===== src/rtl/aes_pkg.sv =====
// ---------------------------------------------------------------------------
// aes_pkg
// Shared types and elaboration helpers for the Rijndael ShiftRows datapath.
//   ciph_op_e        : per-beat direction (CIPH_FWD = ShiftRows, CIPH_INV = InvShiftRows)
//   AES_LEGAL_NB     : column counts the permutation supports
//   aes_shift_offset : row rotation amount C_r for a given block width
//   aes_nb_legal     : membership test against AES_LEGAL_NB
// ---------------------------------------------------------------------------
package aes_pkg;

   typedef enum logic {
      CIPH_FWD = 1'b0,
      CIPH_INV = 1'b1
   } ciph_op_e;

   localparam int AES_LEGAL_NB [3] = '{4, 6, 8};

   // Rijndael offsets: 0,1,2,3 for NB=4/6; 0,1,3,4 for NB=8.
   function automatic int aes_shift_offset(input int nb, input int row);
      if (nb == 8 && row >= 2) begin
         return row + 1;
      end
      return row;
   endfunction

   function automatic bit aes_nb_legal(input int nb);
      for (int unsigned i = 0; i < 3; i++) begin
         if (AES_LEGAL_NB[i] == nb) begin
            return 1'b1;
         end
      end
      return 1'b0;
   endfunction

endpackage


===== src/rtl/aes_pipe_stage.sv =====
// ---------------------------------------------------------------------------
// aes_pipe_stage
// One elastic register slice (valid/ready/data) with synchronous clear.
//   i_clk, i_rst_n : clock, asynchronous active-low reset
//   i_clear        : synchronous flush (valid and data forced to zero)
//   i_valid/o_ready/i_data   : upstream handshake
//   o_valid/i_ready/o_data   : downstream handshake (o_data held while stalled)
// ---------------------------------------------------------------------------
module aes_pipe_stage #(
   parameter int WIDTH = 128
) (
   input  logic             i_clk,
   input  logic             i_rst_n,
   input  logic             i_clear,
   input  logic             i_valid,
   output logic             o_ready,
   input  logic [WIDTH-1:0] i_data,
   output logic             o_valid,
   input  logic             i_ready,
   output logic [WIDTH-1:0] o_data
);

   logic             r_valid;
   logic [WIDTH-1:0] r_data;
   logic             w_ready;

   // Slot can take a beat when empty or when its current beat leaves this cycle.
   assign w_ready = ~r_valid | i_ready;

   always_ff @(posedge i_clk or negedge i_rst_n) begin
      if (!i_rst_n) begin
         r_valid <= 1'b0;
         r_data  <= '0;
      end else if (i_clear) begin
         r_valid <= 1'b0;
         r_data  <= '0;
      end else if (w_ready) begin
         r_valid <= i_valid;
         // Data only moves on a real transfer, so nothing undriven ever enters.
         if (i_valid) begin
            r_data <= i_data;
         end
      end
   end

   assign o_ready = w_ready;
   assign o_valid = r_valid;
   assign o_data  = r_data;

endmodule


===== src/rtl/aes_shift_rows_pipe.sv =====
// ---------------------------------------------------------------------------
// aes_shift_rows_pipe
// Registered, back-pressured Rijndael ShiftRows / InvShiftRows for a 4 x NB state.
// The permutation is combinational ahead of the first stage; the NUM_STAGES
// elastic slices carry already-permuted data, so direction needs no storage.
//   clk_i, rst_ni           : clock, asynchronous active-low reset
//   clear_i                 : synchronous flush of every stage
//   in_valid_i / in_ready_o : input handshake (in_ready_o low during clear_i)
//   op_i                    : CIPH_FWD or CIPH_INV for the offered beat
//   data_i / data_o         : row-major state, byte(r,c) at [(r*NB+c)*8 +: 8]
//   out_valid_o/out_ready_i : output handshake
//   idle_o                  : no stage holds a beat
// ---------------------------------------------------------------------------
module aes_shift_rows_pipe
   import aes_pkg::*;
#(
   parameter int NB         = 4,
   parameter int NUM_STAGES = 1
) (
   input  logic            clk_i,
   input  logic            rst_ni,
   input  logic            clear_i,
   input  logic            in_valid_i,
   output logic            in_ready_o,
   input  ciph_op_e        op_i,
   input  logic [32*NB-1:0] data_i,
   output logic            out_valid_o,
   input  logic            out_ready_i,
   output logic [32*NB-1:0] data_o,
   output logic            idle_o
);

   localparam int W = 32 * NB;

   if (!aes_nb_legal(NB)) begin : g_bad_nb
      $error("aes_shift_rows_pipe: NB must be 4, 6 or 8");
   end
   if (NUM_STAGES < 1 || NUM_STAGES > 4) begin : g_bad_stages
      $error("aes_shift_rows_pipe: NUM_STAGES must be 1..4");
   end

   logic [W-1:0] w_fwd;
   logic [W-1:0] w_inv;
   logic [W-1:0] w_perm;

   // Source columns resolved at elaboration; the +NB keeps the inverse index non-negative.
   for (genvar r = 0; r < 4; r++) begin : g_row
      for (genvar c = 0; c < NB; c++) begin : g_col
         localparam int SH    = aes_shift_offset(NB, r);
         localparam int SRC_F = (c + SH) % NB;
         localparam int SRC_I = (c + NB - SH) % NB;
         assign w_fwd[(r*NB+c)*8 +: 8] = data_i[(r*NB+SRC_F)*8 +: 8];
         assign w_inv[(r*NB+c)*8 +: 8] = data_i[(r*NB+SRC_I)*8 +: 8];
      end
   end

   assign w_perm = (op_i == CIPH_INV) ? w_inv : w_fwd;

   // Index k is the link feeding stage k; index NUM_STAGES is the output port.
   logic [NUM_STAGES:0] w_valid;
   logic [NUM_STAGES:0] w_ready;
   logic [W-1:0]        w_data [NUM_STAGES+1];

   assign w_valid[0]          = in_valid_i & ~clear_i;
   assign w_data[0]           = w_perm;
   assign w_ready[NUM_STAGES] = out_ready_i;

   for (genvar k = 0; k < NUM_STAGES; k++) begin : g_stage
      aes_pipe_stage #(.WIDTH(W)) u_stage (
         .i_clk   (clk_i),
         .i_rst_n (rst_ni),
         .i_clear (clear_i),
         .i_valid (w_valid[k]),
         .o_ready (w_ready[k]),
         .i_data  (w_data[k]),
         .o_valid (w_valid[k+1]),
         .i_ready (w_ready[k+1]),
         .o_data  (w_data[k+1])
      );
   end

   assign in_ready_o  = w_ready[0] & ~clear_i;
   assign out_valid_o = w_valid[NUM_STAGES];
   assign data_o      = w_data[NUM_STAGES];
   assign idle_o      = ~|w_valid[NUM_STAGES:1];

endmodule

===== config.mk =====
export PLATFORM = sky130hd
export DESIGN_NAME = aes_shift_rows_pipe
export DESIGN_NICKNAME = d
export VERILOG_FILES = /design/src/rtl/aes_pkg.sv /design/src/rtl/aes_pipe_stage.sv /design/src/rtl/aes_shift_rows_pipe.sv
export SDC_FILE = /design/constraint.sdc
export NUM_CORES = 1
export LEC_CHECK = 0
export BUFFER_PORTS_ARGS = -buffer_cell sky130_fd_sc_hd__buf_4
export CORE_UTILIZATION = 41
export DETAILED_ROUTE_END_ITERATION = 6
export PLACE_DENSITY_LB_ADDON = 0.12
export SLEW_MARGIN = 40
export SYNTH_ARGS = -nofsm -noshare
export SYNTH_HDL_FRONTEND = slang
export SYNTH_SLANG_ARGS = --single-unit

===== constraint.sdc =====
create_clock -name clk_i -period 1.2 [get_ports clk_i]
set_clock_uncertainty 0.1 [all_clocks]
set_input_delay 0.06 -clock clk_i [delete_from_list [all_inputs] [get_ports clk_i]]
set_output_delay 0.06 -clock clk_i [all_outputs]
set_load 0.03 [all_outputs]

==> results_dict.tcl <==
set metrics [dict create \
    outcome "complete, but fails checks" \
    violations "negative hold slack, negative setup slack" \
    p_int_mw 9.72 \
    grt_overflow 0 \
    syn_inst 365 \
    vias 5194 \
    fin_crit_ns 1.51 \
    ant_nets 0 \
    layout-drive-gt1-share_pct 49.4 \
    end_kind "flop" \
    dieArea_um2 13400 \
    syn_nets 499 \
    fp.dieW_um 116 \
    final_hold_viol_count 14 \
    path_clk_slew_ns 0.06 \
    finalMaxSlewViolations 0 \
    htreeDepth 4 \
    ff2ff_setup_slack_ns -0.31 \
    die_y_um 116 \
    pwr-share-clk_pct 40.4 \
    synth.distinct_cells 14 \
    criticalPathCategory "reg -> reg" \
    coreArea_um2 12600 \
    cts_made_buffers 17 \
    drt-total-wl_mm 21.9 \
    final_common_cell "buf_4" \
    cts-hold-fix-buffers 131 \
    worst_pin_slew_ns 0.503 \
    fin_nets 931 \
    start_util_pct 41.9 \
    setup_ws_ns -0.308 \
    p_per_area_nw_per_um2 1270 \
    cts_tree "yes" \
    worstSkewPairLatency_ns 0.41 \
    start_kind "flop" \
    clk_path_buf_depth 2 \
    grt_pass1_wl_mm 29.0 \
    dr.first_iter.drc_count 420 \
    synth_compound_area_share_pct 21.3 \
    r2r_end "g_stage[0].u_stage.o_data[63]" \
    vias_per_cell 5.29 \
    fin_tns_setup_ns -31.96 \
    grt_setup_unrepaired "yes" \
    ys_seq_elements 129 \
    max_stage_delay_ns 0.38 \
    setup_viol 132 \
    synth_top_area_share_pct 61.1 \
    crit_start "g_stage[0].u_stage.o_valid" \
    dr.pass1.iters 6 \
    worstHoldPathType "in -> reg" \
    cts_sinks 129 \
    io_buffer_count 264 \
    synth_top_area_cell "dfrtp_1" \
    rows 41 \
    syn_to_final_growth_pct 102 \
    endpoint "g_stage[0].u_stage.o_data[63]" \
    switchingPower_mw 3.85 \
    power.leakage_nw 5.24 \
    avgSynthCellArea_um2 14.5 \
    p_total_mw 13.6 \
    cp_max_fo 13 \
    yosys.area_share.adder_pct 0 \
    dp_hpwl_mm 10.0 \
    crit_slowest_cell "dfrtp_2" \
    grt_pass1_vias 5403 \
    drv_cap 0 \
    synth_area_um2 5290 \
    synth.area.mux_share_pct 12.1 \
    drt-wirelength-per-cell_um 22.3 \
    antennaDiodeCount 0 \
    max_freq_mhz 663 \
    gp_congestion 0.760 \
    slew_headroom_pct 66.4 \
    pwr-share-seq_pct 35.7 \
    synth_top_family_by_area "compound AO/OA/AOI/OAI gates" \
    required_ns 1.42 \
    synth_xor_area_share_pct 0 \
    timing.rr.start "g_stage[0].u_stage.o_valid" \
    worst_hold_slack_ns -0.151 \
    yosysSeqAreaShare_pct 61.1 \
    pin_count 265 \
    cts_root_buf "clkbuf_16" \
    r2r_cells 6 \
    synth-simple-area-share_pct 0.757 \
    worstPathCellList "buf_6 -> nand2b_4 -> a21oi_4 -> buf_12 -> clkbuf_16 -> o2bb2ai_1" \
    nFillCells 598 \
    antenna_found_initial 0 \
    crit_arrival_ns 1.73 \
    fin_crit_sh_pct 126 \
    synthTopCellsByArea "dfrtp_1, mux2i_1, a22o_1" \
    grt_usage_pct 29.4 \
    swShare_pct 28.4 \
    final_cell_mix "buf_4, dlygate4sd3_1, dfrtp_1" \
    drcViolationCount 0 \
    p_comb_share_pct 23.9 \
    ys_warn_count 0 \
    ir_drop_uv 917 \
    grt_max_degree 51 \
]
repair_timing:
| action | 4_1_cts | 5_1_grt |
|---|---|---|
| endpoints found under the hold margin | 258 | 14 |
| gates resized for setup | 54 | 49 |
| buffers inserted | 11 | 5 |
| pin swaps | 2 | 13 |
| cloned | 20 | 3 |
| endpoints found under the setup margin | 131 | 131 |
power groups by stage:
stage	Sequential [mW]	Combinational [mW]	Clock [mW]
after CTS	4.80	3.00	5.45
after global routing	4.87	3.37	5.75
final	4.84	3.24	5.49
after floorplan	5.40	0.593	0
after detailed placement	4.86	2.23	0
after global placement	4.86	2.19	0
critical path: cells and delay by family (launching register included):
kind,cells,cell delay [ns]
flip-flops,1,0.38
AND/OR/NAND/NOR,1,0.07
buffers and inverters,3,0.51
AO/OA/AOI/OAI,2,0.35
worst min-delay path by stage:
stage / start / to / slack (ns) / cells past startpoint
floorplan: rst_ni / g_stage[0].u_stage.o_data[0] / -0.34 / 0
global placement: rst_ni / g_stage[0].u_stage.o_data[106] / -0.16 / 1
detailed placement: rst_ni / g_stage[0].u_stage.o_data[106] / -0.16 / 1
CTS: out_ready_i / g_stage[0].u_stage.o_valid / -0.17 / 4
global route: out_ready_i / g_stage[0].u_stage.o_valid / -0.12 / 4
finish: out_ready_i / g_stage[0].u_stage.o_valid / -0.15 / 4
state kept, by name, summed over array words and instances, names as in the netlist:
signal	count
g_stage.u_stage.o_valid	1
g_stage.u_stage.o_data	128
cells by family (layout without fill, tap and decap cells):
family          Yosys count  in the layout
buf+inv                  35            478
simple gates              8              9
mux                      64             64
flops                   129            129
compound gates          129            129
per-layer routing:
metal | global-route usage (%) | vias to the layer above | wire length (µm)
li1 | - | 2293 | -
met5 | 0 | - | 0
met4 | 12.0 | 0 | 692
met1 | 33.7 | 2579 | 7990
met3 | 8.00 | 55 | 1570
met2 | 51.8 | 267 | 11600
stage by stage:
stage          util, %  hold slack [ns]  worst slack, ns  instance area (µm²)  cells
4_1_cts           81.6           -0.168           -0.286                10300    976
5_1_grt           84.6           -0.119           -0.350                10700    981
6_report          84.6           -0.151           -0.308                10700    981
3_5_place_dp      59.4           -0.163           -0.178                 7500    783
2_1_floorplan        -           -0.336           -0.190                 5290    365
3_3_place_gp      59.4           -0.161           -0.115                 7500    783
area by class of cell:
cell class                      instances  area [µm²]  share of cell area, %
Multi-Input combinational cell        202        2260                   21.1
Tap cell                              172         215                   2.01
Inverter                                1        3.75                 0.0351
Sequential cell                       129        3230                   30.2
Clock inverter                         14         191                   1.79
Clock buffer                           17         425                   3.98
Timing Repair Buffer                  446        4360                   40.8
cells in the mapped netlist:
cell type  instances
mux2i_1           64
inv_1              1
o2bb2ai_1         64
buf_2             12
nand2b_1           1
nor2_1             3
a22o_1            64
buf_4             16
nor2b_1            2
buf_6              6
dfrtp_1          129
a21oi_1            1
and2_1             1
nand2_1            1
Power figures use the tool's default switching activity.
